<file path="config.mk">
export PLATFORM = sky130hd
export DESIGN_NAME = mxn_decoder_flat
export DESIGN_NICKNAME = d
export VERILOG_FILES = /design/src/rtl/mxn_pkg.sv /design/src/rtl/mxn_decoder_if.sv /design/src/rtl/mxn_skid_buffer.sv /design/src/rtl/mxn_decoder.sv /design/src/flat_wrapper.sv
export SDC_FILE = /design/constraint.sdc
export NUM_CORES = 1
export LEC_CHECK = 0
export CAP_MARGIN = 25
export CORE_ASPECT_RATIO = 1.25
export CORE_MARGIN = 2
export CORE_UTILIZATION = 45
export DETAILED_ROUTE_END_ITERATION = 7
export GPL_ROUTABILITY_DRIVEN = 0
export PLACE_DENSITY = 0.91
export SETUP_SLACK_MARGIN = 0.3
export SYNTH_ARGS = -nofsm -noshare
export SYNTH_HDL_FRONTEND = slang
export SYNTH_SLANG_ARGS = --single-unit
</file>
<file path="constraint.sdc">
create_clock -name clk -period 3.3 [get_ports clk]
set_input_delay 0.99 -clock clk [delete_from_list [all_inputs] [get_ports clk]]
set_output_delay 0.99 -clock clk [all_outputs]
set_load 0.03 [all_outputs]
</file>
<file path="src/rtl/mxn_pkg.sv">
// rtl/mxn_pkg.sv - shared types and constants for the mxn decoder slice
//
// Purpose : buffer state encoding, decode-format selectors and counter width
//           used by mxn_decoder and mxn_skid_buffer.
// Ports   : none (package).
package mxn_pkg;

  typedef enum logic [1:0] {
    EMPTY = 2'd0,
    BUSY  = 2'd1,
    FULL  = 2'd2
  } mxn_buf_state_t;

  localparam int MXN_DECODE_ONEHOT = 0;
  localparam int MXN_DECODE_THERM  = 1;

  localparam int MXN_ERR_CNT_W = 16;

endpackage

</file>
<file path="src/rtl/mxn_decoder_if.sv">
// rtl/mxn_decoder_if.sv - index-in / vector-out handshake bundle for mxn_decoder
//
// Purpose : groups the input (index) and output (decoded vector) valid/ready
//           channels of the decoder.
// Ports   : in_valid/in_ready/in_index   - encoded index channel
//           out_valid/out_ready/out_data/out_error - decoded vector channel
// Modports: master - upstream/downstream environment side
//           slave  - decoder side
interface mxn_decoder_if #(
  parameter int DATA_WIDTH = 4,
  parameter int IDX_W      = $clog2(DATA_WIDTH)
);

  logic                  in_valid;
  logic                  in_ready;
  logic [IDX_W-1:0]      in_index;
  logic                  out_valid;
  logic                  out_ready;
  logic [DATA_WIDTH-1:0] out_data;
  logic                  out_error;

  modport master (
    output in_valid, in_index, out_ready,
    input  in_ready, out_valid, out_data, out_error
  );

  modport slave (
    input  in_valid, in_index, out_ready,
    output in_ready, out_valid, out_data, out_error
  );

endinterface

</file>
<file path="src/rtl/mxn_skid_buffer.sv">
// rtl/mxn_skid_buffer.sv - generic 2-entry valid/ready buffer with registered ready
//
// Purpose : full-throughput pipeline stage whose in_ready depends only on
//           registers. Main register M drives the output; skid register S
//           catches the word accepted while M is stalled.
// Ports   : clk, rst                   - clock, synchronous active-high reset
//           in_valid/in_ready/in_data  - upstream channel (WIDTH-bit payload)
//           out_valid/out_ready/out_data - downstream channel
module mxn_skid_buffer
  import mxn_pkg::*;
#(
  parameter int WIDTH = 8
) (
  input  logic             clk,
  input  logic             rst,
  input  logic             in_valid,
  output logic             in_ready,
  input  logic [WIDTH-1:0] in_data,
  output logic             out_valid,
  input  logic             out_ready,
  output logic [WIDTH-1:0] out_data
);

  mxn_buf_state_t   state;
  logic [WIDTH-1:0] skid_q;
  logic             in_xfer;
  logic             out_xfer;

  assign in_xfer  = in_valid && in_ready;
  assign out_xfer = out_valid && out_ready;

  // out_data is register M itself; in_ready is precomputed as (next != FULL).
  always_ff @(posedge clk) begin
    if (rst) begin
      state     <= EMPTY;
      out_valid <= 1'b0;
      in_ready  <= 1'b1;
      out_data  <= '0;
      skid_q    <= '0;
    end else begin
      case (state)
        EMPTY: begin
          if (in_xfer) begin
            out_data  <= in_data;
            out_valid <= 1'b1;
            state     <= BUSY;
          end
        end
        BUSY: begin
          if (in_xfer && out_xfer) begin
            out_data <= in_data;
          end else if (in_xfer) begin
            skid_q   <= in_data;
            in_ready <= 1'b0;
            state    <= FULL;
          end else if (out_xfer) begin
            out_valid <= 1'b0;
            state     <= EMPTY;
          end
        end
        FULL: begin
          // in_ready is low here, so only the drain of M can happen.
          if (out_xfer) begin
            out_data <= skid_q;
            in_ready <= 1'b1;
            state    <= BUSY;
          end
        end
        default: begin
          state     <= EMPTY;
          out_valid <= 1'b0;
          in_ready  <= 1'b1;
        end
      endcase
    end
  end

endmodule

</file>
<file path="src/rtl/mxn_decoder.sv">
// rtl/mxn_decoder.sv - streaming index to one-hot/thermometer vector decoder
//
// Purpose : decodes an accepted index into a DATA_WIDTH-bit vector (one-hot or
//           thermometer), flags out-of-range indices, and buffers the result
//           in a 2-entry skid buffer for full throughput.
// Ports   : clk, rst   - clock, synchronous active-high reset
//           bus        - mxn_decoder_if.slave (index in, vector/error out)
//           err_count  - saturating count of accepted out-of-range indices
module mxn_decoder
  import mxn_pkg::*;
#(
  parameter int DATA_WIDTH    = 4,
  parameter int DECODE_TYPE   = 0,
  parameter int PRIORITY_TYPE = 0
) (
  input  logic                     clk,
  input  logic                     rst,
  mxn_decoder_if.slave             bus,
  output logic [MXN_ERR_CNT_W-1:0] err_count
);

  logic [DATA_WIDTH-1:0] dec_data;
  logic                  dec_error;
  int                    dec_idx;
  logic [DATA_WIDTH:0]   out_payload;

  // The decoded vector, not the index, is what gets buffered.
  always_comb begin
    dec_data  = '0;
    dec_idx   = int'(bus.in_index);
    dec_error = (dec_idx >= DATA_WIDTH);
    for (int i = 0; i < DATA_WIDTH; i++) begin
      if (DECODE_TYPE == MXN_DECODE_ONEHOT) begin
        dec_data[i] = (i == dec_idx);
      end else if (PRIORITY_TYPE == 0) begin
        dec_data[i] = (i <= dec_idx);
      end else begin
        dec_data[i] = (i >= dec_idx);
      end
    end
    // Only reachable for non-power-of-2 widths; the LSB thermometer would
    // otherwise fill completely, so force the vector to zero explicitly.
    if (dec_error) begin
      dec_data = '0;
    end
  end

  mxn_skid_buffer #(
    .WIDTH (DATA_WIDTH + 1)
  ) u_skid (
    .clk       (clk),
    .rst       (rst),
    .in_valid  (bus.in_valid),
    .in_ready  (bus.in_ready),
    .in_data   ({dec_error, dec_data}),
    .out_valid (bus.out_valid),
    .out_ready (bus.out_ready),
    .out_data  (out_payload)
  );

  assign bus.out_error = out_payload[DATA_WIDTH];
  assign bus.out_data  = out_payload[DATA_WIDTH-1:0];

  always_ff @(posedge clk) begin
    if (rst) begin
      err_count <= '0;
    end else if (bus.in_valid && bus.in_ready && dec_error && (err_count != '1)) begin
      err_count <= err_count + 1'b1;
    end
  end

endmodule

</file>
<file path="src/flat_wrapper.sv">
// flat-port wrapper written by rule: the top's interface ports become plain ports
module mxn_decoder_flat import mxn_pkg::*;
#(
  parameter int DATA_WIDTH    = 4,
  parameter int DECODE_TYPE   = 0,
  parameter int PRIORITY_TYPE = 0
)
  (clk, rst, err_count, bus_in_valid, bus_in_index, bus_out_ready, bus_in_ready, bus_out_valid, bus_out_data, bus_out_error);
  mxn_decoder_if #(.DATA_WIDTH(DATA_WIDTH)) bus_i ();
  input  logic clk;
  input  logic rst;
  output logic [MXN_ERR_CNT_W-1:0] err_count;
  input wire logic [$bits(bus_i.in_valid)-1:0] bus_in_valid;
  input wire logic [$bits(bus_i.in_index)-1:0] bus_in_index;
  input wire logic [$bits(bus_i.out_ready)-1:0] bus_out_ready;
  output wire logic [$bits(bus_i.in_ready)-1:0] bus_in_ready;
  output wire logic [$bits(bus_i.out_valid)-1:0] bus_out_valid;
  output wire logic [$bits(bus_i.out_data)-1:0] bus_out_data;
  output wire logic [$bits(bus_i.out_error)-1:0] bus_out_error;
  assign bus_i.in_valid = bus_in_valid;
  assign bus_i.in_index = bus_in_index;
  assign bus_i.out_ready = bus_out_ready;
  assign bus_in_ready = bus_i.in_ready;
  assign bus_out_valid = bus_i.out_valid;
  assign bus_out_data = bus_i.out_data;
  assign bus_out_error = bus_i.out_error;
  mxn_decoder #(.DATA_WIDTH(DATA_WIDTH), .DECODE_TYPE(DECODE_TYPE), .PRIORITY_TYPE(PRIORITY_TYPE)) u_core (.clk(clk), .rst(rst), .bus(bus_i), .err_count(err_count));
endmodule
</file>
Word-level counts from Yosys, hierarchy flattened --
Index checks and enable logic that the tools add are counted.
Storage, ports and cells: register bits after elaboration 13, input port bits 6, output and inout bits 23, logic and storage cells 51
Operators by class: equality and inequality tests 13, mux-type cells 19, bitwise gates (word level) 3, reductions and logical operators 11
Operators with widths (count):
- $mux 5 | 3
- $pmux 5 s3 | 1
- $ne 2x2->1 const B | 7
- $reduce_and 4->1 | 3
- $mux 2 | 5
- $mux 1 | 7
- $pmux 1 s3 | 2
- $pmux 2 s3 | 1
- $reduce_and 5->1 | 1
- $eq 2x2->1 const A | 2
- $logic_not 2->1 | 2
- $logic_and 1x1->1 | 3
- $ne 3x3->1 const B | 1
- $not 1->1 | 3
- $reduce_and 3->1 | 1
- $reduce_bool 3->1 | 1
- $eq 1x2->1 const A | 1
- $eq 2x1->1 const B | 1
- $eq 2x2->1 const B | 1

Longest topological paths before layout --
Gate-level depths: netlist (run 1).
depth in word-level cells 5, depth in mapped cells 5, depth with buffers taken out 3

Cells and area by module --
From an unflattened synthesis (run 1), not the netlist that was laid out.
Second synthesis, totals: cells, all modules 94, area total of the unflattened synthesis 842.1 sq um
Modules (own cells, without submodules):
- mxn_skid_buffer | times used 1, cells each 73, area an instance 691.9 sq um, seq. area each 280.3 sq um
- mxn_decoder | times used 1, cells each 21, area an instance 150.1 sq um, seq. area each 0.0 sq um

Worst setup path before layout (run 1) --
OpenSTA, ideal clock, no wires.
path type input-to-reg, start in bus_in_valid, end reg u_core.u_skid.out_data[3], setup time 0.091 ns, arrival 1.793 ns, required time 3.209 ns, slack 1.416 ns, stages on the path 4, buffers on the path 1, cells stage by stage and3b_1 buf_6 a211o_1 a311oi_1
On the way: longest elaborated chain between the ends 4, elaborated cells between the ends (all ways) 5, classes of those cells eq/ne: 2; reduce/logical: 3
RTL lines:
- start, declared | line flat_wrapper.sv:13 | input wire logic [$bits(bus_i.in_valid)-1:0] bus_in_valid;
- $logic_and 1x1->1 * | line mxn_skid_buffer.sv:29 | assign in_xfer = in_valid && in_ready;
- $logic_and 1x1->1 | line mxn_skid_buffer.sv:50 | if (in_xfer && out_xfer) begin
- $ne 2x2->1 (no source line)
- $reduce_and 4->1 (no source line) *
- end signal, assigned | line mxn_skid_buffer.sv:44 | out_data <= in_data;
- end signal, assigned | line mxn_skid_buffer.sv:51 | out_data <= in_data;
- end signal, assigned | line mxn_skid_buffer.sv:64 | out_data <= skid_q;
- end, declared | line mxn_skid_buffer.sv:21 | output logic [WIDTH-1:0] out_data
Every way passes the cells marked *; elsewhere a longest branch is shown, timed or not. A chain may end at the register's enable or synchronous reset.

Worst setup path in the final report (run 1) --
start reg u_core.u_skid.in_ready, end out bus_in_ready
RTL lines:
- start, declared | line mxn_skid_buffer.sv:17 | output logic in_ready,
- start signal, assigned | line mxn_skid_buffer.sv:37 | in_ready <= 1'b1;
- start signal, assigned | line mxn_skid_buffer.sv:54 | in_ready <= 1'b0;
- start signal, assigned | line mxn_skid_buffer.sv:65 | in_ready <= 1'b1;
- end, declared | line flat_wrapper.sv:16 | output wire logic [$bits(bus_i.in_ready)-1:0] bus_in_ready;
No word-level cell between the ends.

==> results of run 1 <==
## routing by layer
metal | up-vias | wire [µm] | GRT usage
li1 | 305 | - | -
met1 | 295 | 674 | 0.2173
met2 | 19 | 705 | 0.2214
met3 | 3 | 87 | 0.07522
met4 | 0 | 32 | 0.1000
met5 | - | 0 | 0
## synth_stat cells (3+ instances only)
| cell | count |
|---|---|
| sky130_fd_sc_hd__a2111oi_0 | 4 |
| sky130_fd_sc_hd__a211oi_1 | 4 |
| sky130_fd_sc_hd__a21oi_1 | 5 |
| sky130_fd_sc_hd__buf_4 | 17 |
| sky130_fd_sc_hd__clkbuf_1 | 3 |
| sky130_fd_sc_hd__dfxtp_1 | 12 |
| sky130_fd_sc_hd__mux2i_1 | 4 |
| sky130_fd_sc_hd__nand3_1 | 4 |
| sky130_fd_sc_hd__nor2_1 | 3 |
| sky130_fd_sc_hd__o21ai_0 | 4 |
## state kept, by name (all words and copies together), names as in the netlist
| register | cells |
|---|---|
| u_core.u_skid.in_ready | 1 |
| u_core.u_skid.out_data | 4 |
| u_core.u_skid.out_valid | 1 |
| u_core.u_skid.skid_q | 4 |
| u_core.u_skid.state | 2 |
## kinds of logic (layout without fill, tap and decap cells)
logic type | count (synthesis) | in the layout | share of synthesized area
buf+inv | 24 | 17 | 0.2195
compound gates | 27 | 27 | 0.2537
other cells | 1 | 17 | 0.004873
flops | 12 | 12 | 0.3122
mux | 4 | 4 | 0.05203
simple gates | 19 | 19 | 0.1577
## layout make-up
class	count	area, µm²	share of cell area
clock buffers	4	36.28	0.04335
well taps	18	22.52	0.02691
inverters	2	7.507	0.008969
multi-input cells	67	420.4	0.5022
repair buffers	11	110.1	0.1315
flip-flops and latches	12	240.2	0.2870
## power groups by stage
stage | Clock (mW) | Combinational [mW] | Sequential, mW
2_1_floorplan | 0 | 0.148 | 0.228
3_3_place_gp | 0 | 0.213 | 0.198
3_5_place_dp | 0 | 0.217 | 0.199
4_1_cts | 0.123 | 0.218 | 0.196
5_1_grt | 0.133 | 0.236 | 0.201
6_report | 0.120 | 0.218 | 0.196
## worst paths after layout
| check | startpoint | cells past startpoint | end | slack [ps] |
|---|---|---|---|---|
| worst max-delay path | u_core.u_skid.in_ready | 1 | bus_in_ready | 890 |
| worst min-delay path | u_core.u_skid.skid_q[1] | 2 | u_core.u_skid.skid_q[1] | 490 |
| worst max register to register | u_core.u_skid.state[1] | 3 | u_core.u_skid.out_data[3] | 1800 |
| worst min register to register | u_core.u_skid.skid_q[1] | 2 | u_core.u_skid.skid_q[1] | 490 |
==> results.md, run 1 <==
- The run finished with clean final reports.
- STA classifies the critical path startpoint as a flip-flop.
- In this run the remaining antenna-violating nets after routing total 0.
- Port buffering added 11 buffers.
- For this configuration, the core starts out at a cell density of 0.4866.
- The share of async-settable or async-resettable flops after synthesis is 0.
- The dominant cell type by area after synthesis is sky130_fd_sc_hd__dfxtp_1.
- The dominant synthesized flop cell is sky130_fd_sc_hd__dfxtp_1.
- The master cell of the clock root buffer is sky130_fd_sc_hd__clkbuf_4.
- The total overflow reported by the global router is 0.
- The critical path start-end classification is reg2out.
- Internal power comes to 0.3248 mW.
- The number of global-route vias before repair is 506.
- The maximum fanout along the worst path is 7.
- The total of warnings raised by yosys is 0.
- The number of pins exceeding their max-slew limit in the final report was 0.
- Summed over all nets, the half-perimeter wirelength after detailed placement is 1051 µm.
- Measured on the finished design, the core utilization comes to 0.5293.
- The number of antenna cells inserted is 0.
- The floorplan step set the die height to 50.24 µm.
- Buffers inserted during clock tree synthesis total 3.
- The final critical path time including I/O delays and setup is 2409 ps.
- The critical path goes through clkdlybuf4s50_1.
- Gates resized during post-CTS repair numbered 0.
- The number of remaining DRC errors is 0.
- The width of the die is 40.99 µm.
- The worst-path cell with the longest stage delay is sky130_fd_sc_hd__clkdlybuf4s50_1.
- Excluding fillers, the count of instances in the completed layout stands at 114.
- The largest net degree at the start of global routing is 14.
- The share of synthesized area in the top cell type comes to 0.3122.
- The total track usage is 0.1682.
- The most frequent standard cell in the layout excluding fill and tap cells is sky130_fd_sc_hd__conb_1.
- Timing would allow up to 415.2 MHz.
- The average instance in the mapped netlist occupies 8.845 µm².
- Of the total power, registers draw 0.367.
- Dividing the detail-routed wire length by the instance count gives 13.16 µm.
- The type of the most critical hold path is reg2reg.
- Buffers added to address setup during post-CTS repair amount to 0.
- The total routed wirelength is 1500 µm.
- The area of the placeable core is 1582 µm².
- After detailed placement, the total cell area comes to 800.8 µm².
- The arrival time of the worst setup path is 1420 ps.
- Synthesis produced a netlist whose cell count is 87.
- The number of hold buffers added after CTS is 0.
- Counting flops and latches in the post-synthesis netlist gives 12.
- The cell area power density is 639.4 nW/µm².
- Power comes to 0.5352 mW.
- The largest incremental delay on the critical path is 700 ps.
- The number of failing hold endpoints at the final stage came to 0.
- Summed over all cells, the static leakage comes to 0.3525 nW.
- In the post-synthesis netlist, the biggest area contributors are sky130_fd_sc_hd__dfxtp_1, sky130_fd_sc_hd__buf_4, sky130_fd_sc_hd__mux2i_1, sky130_fd_sc_hd__a2111oi_0, sky130_fd_sc_hd__a211oi_1.
- The summed area of non-filler cells in the final layout is 837.1 µm².
- The first TritonRoute pass finished after 4 iterations.
- In the final layout, the share of cells above drive strength 1 is 0.09375.
- The area of the die is 2059 µm².
- The sum of buffers and inverters on the critical path is 1.
- The summed negative setup slack over all endpoints is 0 ps.
- Counting the fill cells in the layout gives 155.
- The detailed router placed 622 vias in this run.
- Using the TritonRoute via totals, the vias-per-cell ratio works out to 5.456.
- The largest vdd supply drop is 0.2932 mV.
- For the worst setup path, the data required time is 2310 ps.
- The longest clock path from root to sink contains 2 buffers.
- The final worst-path setup slack is 891.4 ps.
- In this run the number of H-tree levels came out at 1.
- In this run, placement finished with an instance count of 110.
- The count of flip-flops with a built-in enable after synthesis is 0.
- Before CTS, the worst setup slack after placement is 818.9 ps.
- The CTS tree is done.
- The tool flagged a number of max-cap violations equal to 0.
- The global-route wire length before repair is 2277 µm.
- Of the total power, the share spent switching nets is 0.3931.
- The tightest hold path in the finished design has a slack of 486.3 ps.
- Of the synthesized area, sequential elements account for 0.3122.
- The initial antenna violation count is 0.
- The number of library cell types mapped by synthesis is 32.
- The clock transition at the register clock pins on the worst setup and hold paths after CTS is 80 ps.
- The type of destination of the critical path is an output port.
- The layout-stage area growth over the synthesis result is 8.781%.
- The clock net in this run drives a total of 12 sinks.
- The number of nets in the layout is 103.
- The category of cells accounting for the largest share of critical-path delay is buffers and inverters.
- Leaving out fill and tap cells, the most frequent cells in the layout are sky130_fd_sc_hd__conb_1, sky130_fd_sc_hd__dfxtp_1, sky130_fd_sc_hd__clkdlybuf4s50_1.
- The worst clock skew is 3.543 ps.
- The clock group share of total power is 0.225.
- Dividing the final minimum period by the clock period gives 0.7299.
- The analysis attributes to net switching a power of 0.2104 mW.
- Setup repair after global routing left no endpoint under its margin.
- 29 I/O pins were placed.
- Clock latency on the worst-skew pair, taken at its later pin, is 280 ps.
- The floorplan has 16 rows.
- The combined area of all synthesized cells is 769.5 µm².
- The count of endpoints failing setup in the final report is 0.
- The fraction of power consumed by combinational cells is 0.408.
- The DRC violation total after the first TritonRoute iteration is 13.
Power figures use the tool's default switching activity.
==> run 2, diff against run 1 <==
CORE_UTILIZATION = 38   (was 45)
PLACE_DENSITY = 0.83   (was 0.91)
clock period = 2.2 ns   (was 3.3 ns; I/O delays follow)
==> run 2 against run 1 <==
  * Global-route usage shrank 3.6 points
  * Register-to-register slack lost 1100 ps
  * Final cell count grew 3.5%
  * Largest power group unchanged
  * Non-clock buffer count grew 2
  * Core utilization shrank 9.0 points
==> results.md, run 2 (synthesis gave the netlist of run 1 again) <==
- In the final layout, the registers with the most flip-flops are u_core.u_skid.out_data x4, u_core.u_skid.skid_q x4, u_core.u_skid.state x2.
- Data arrives at the worst endpoint at 2040 ps.
- The worst endpoint required time is 2380 ps.
- The worst hold path begins at u_core.u_skid.skid_q[3].
- Leaving out fill and tap cells, the most frequent cell in the layout is sky130_fd_sc_hd__conb_1.
- The largest vdd supply drop is 0.3803 mV.
- The worst reg2reg path endpoint is u_core.u_skid.out_data[3].
- Along the worst path, the maximum fanout reaches 10.
- The routed design has 1466 µm of wire.
- With fillers left out, the area of the finished cells amounts to 850.8 µm².
- The number of failing hold endpoints at the final stage is 0.
- The critical path is of the in2reg type.
- The tightest min-delay check is of the reg2reg type.
- The type of destination of the critical path is a flip-flop.
- The area of the placeable core is 1937 µm².
- From left edge to right edge, the die measures 44.25 µm.
- The worst register-to-register path has a depth of 3.
- Gates resized during post-CTS repair numbered 6.
- The startpoint of the worst register-to-register path is u_core.u_skid.state[1].
- The worst clock skew is 6.078 ps.
- For this design, the CTS-stage hold fixing added 0 buffers.
- The count of antenna-violating nets left after detailed routing is 0.
- In this run the worst setup path begins at bus_in_valid.
- The HPWL after detailed placement is 1077 µm.
- The maximum achievable frequency is 538.3 MHz.
- Setup repair after global routing could not meet its margin everywhere.
- Setup violations remaining at the end of the flow were counted as 0.
- At the end of the flow, the number of nets in the layout was 105.
- The number of detailed-route iterations in the first pass is 4.
- The number of global-route vias before repair was 528.
- Setup slack on the worst reg-to-reg path comes out at 700 ps.
- The first global-routing pass estimated 2311 µm of wire.
- The initial antenna violation count was 0.
- The number of antenna cells inserted is 0.
- For this block, the initial DRC count from the detailed router was 29.
- Pin placement for this block handled 29 I/O pins.
- Across the run, the number of max-cap violations was 0.
- Post-CTS timing repair inserted 0 buffers for setup.
- In the post-route analysis, the smallest setup slack over all paths is 342.2 ps.
- The run finished with clean final reports.
- The CTS buffer count is 3.
- The number of pins exceeding their max-slew limit in the final report is 0.
- Hold timing on the final database bottoms out at a slack of 482.9 ps.
- The die height is 54.31 µm.
- The final critical path time including I/O delays and setup is 1858 ps.
- No sink is reached through more buffers than the 2 on the longest clock path.
- The effective utilization at floorplan is 0.3973.
- The floorplan step defined a die boundary enclosing 2403 µm².
- Clock-pin slew was measured on the worst setup and hold paths at 80 ps.
- Counting instances, the worst hold path has a depth of 2.
- The number of vias per cell is 5.220.
- The count of buffers inserted at the top-level ports is 11.
- Of the cells placed in the final design, the portion with a size suffix greater than 1 is 0.1224.
- The summed negative setup slack over all endpoints is 0 ps.
- The total overflow reported by the global router is 0.
- The number of remaining DRC errors is 0.
- The floorplan has 18 rows.
- The type of origin of the critical path is an input port.
- The cell area reported after detailed placement is 818.3 µm².
- In the global route stage, overall resource usage came out at 0.1320.
- Leaving out fill and tap cells, the most frequent cells in the layout are sky130_fd_sc_hd__conb_1, sky130_fd_sc_hd__dfxtp_1, sky130_fd_sc_hd__dlygate4sd2_1.
- The worst hold path endpoint is u_core.u_skid.skid_q[3].
- The analysis attributes to cell leakage a power of 0.3788 nW.
- The CTS tree is done.
- Compared with the post-synthesis result, the final layout area differs by 10.57%.
- Summing over every cut layer, the via total after detailed routing is 616.
- The detail-routed net length per standard cell is 12.42 µm.
- The largest net degree at the start of global routing is 14.
- The later-pin clock latency in the skew report is 280 ps.
- The master cell of the clock root buffer is sky130_fd_sc_hd__clkbuf_4.
- Of the available clock period, the critical path in the final layout requires 0.8445.
- Counting every sink on the clock net gives 12.
- The cell area power density is 934.3 nW/µm².
- CTS built an H-tree with a depth of 1.
- OpenSTA, run right after detailed placement, puts the worst setup slack at 43.63 ps.
==> run 2: report_power, final <==
group / internal (mW) / switching [mW]
Combinational: 0.122 / 0.199
Sequential: 0.256 / 0.0397
Clock: 0.101 / 0.0776
==> run 2: worst max-delay path by stage <==
stage / slack, ps / endpoint / cells past startpoint
final: 340 / u_core.u_skid.out_data[3] / 4
after global routing: 280 / u_core.u_skid.out_data[2] / 4
after CTS: 330 / u_core.u_skid.out_data[3] / 4
after detailed placement: 40 / u_core.u_skid.out_data[3] / 4
after global placement: 80 / u_core.u_skid.out_data[3] / 4
after floorplan: 650 / u_core.u_skid.out_data[3] / 4
==> run 2: routing by layer <==
layer	vias to the layer above	GRT usage	wire, µm	share of wire
li1	309	-	-	-
met1	273	0.1584	672	0.46
met2	30	0.2108	657	0.45
met3	4	0.03630	112	0.076
met4	0	0.07576	23	0.016
met5	-	0	0	0
==> run 2: critical path, cell delays in order <==
cell	delay, ps
sky130_fd_sc_hd__clkdlybuf4s50_1	470
sky130_fd_sc_hd__and3b_2	310
sky130_fd_sc_hd__a211o_1	360
sky130_fd_sc_hd__a311oi_1	250
==> run 2: area by class of cell <==
cell class / instances / area (µm²)
well taps: 20 / 25.02
repair buffers: 13 / 117.6
multi-input cells: 67 / 424.2
fillers: 205 / 1086
clock buffers: 4 / 36.28
inverters: 2 / 7.507
flip-flops and latches: 12 / 240.2
==> run 2: through the flow <==
step / power, mW / util / cells
after floorplan: 0.5640 / - / 103
after global placement: 0.6257 / 0.4225 / 114
after detailed placement: 0.6343 / 0.4225 / 114
after CTS: 0.7910 / 0.4373 / 118
after global routing: 0.8478 / 0.4393 / 118
final: 0.7949 / 0.4393 / 118
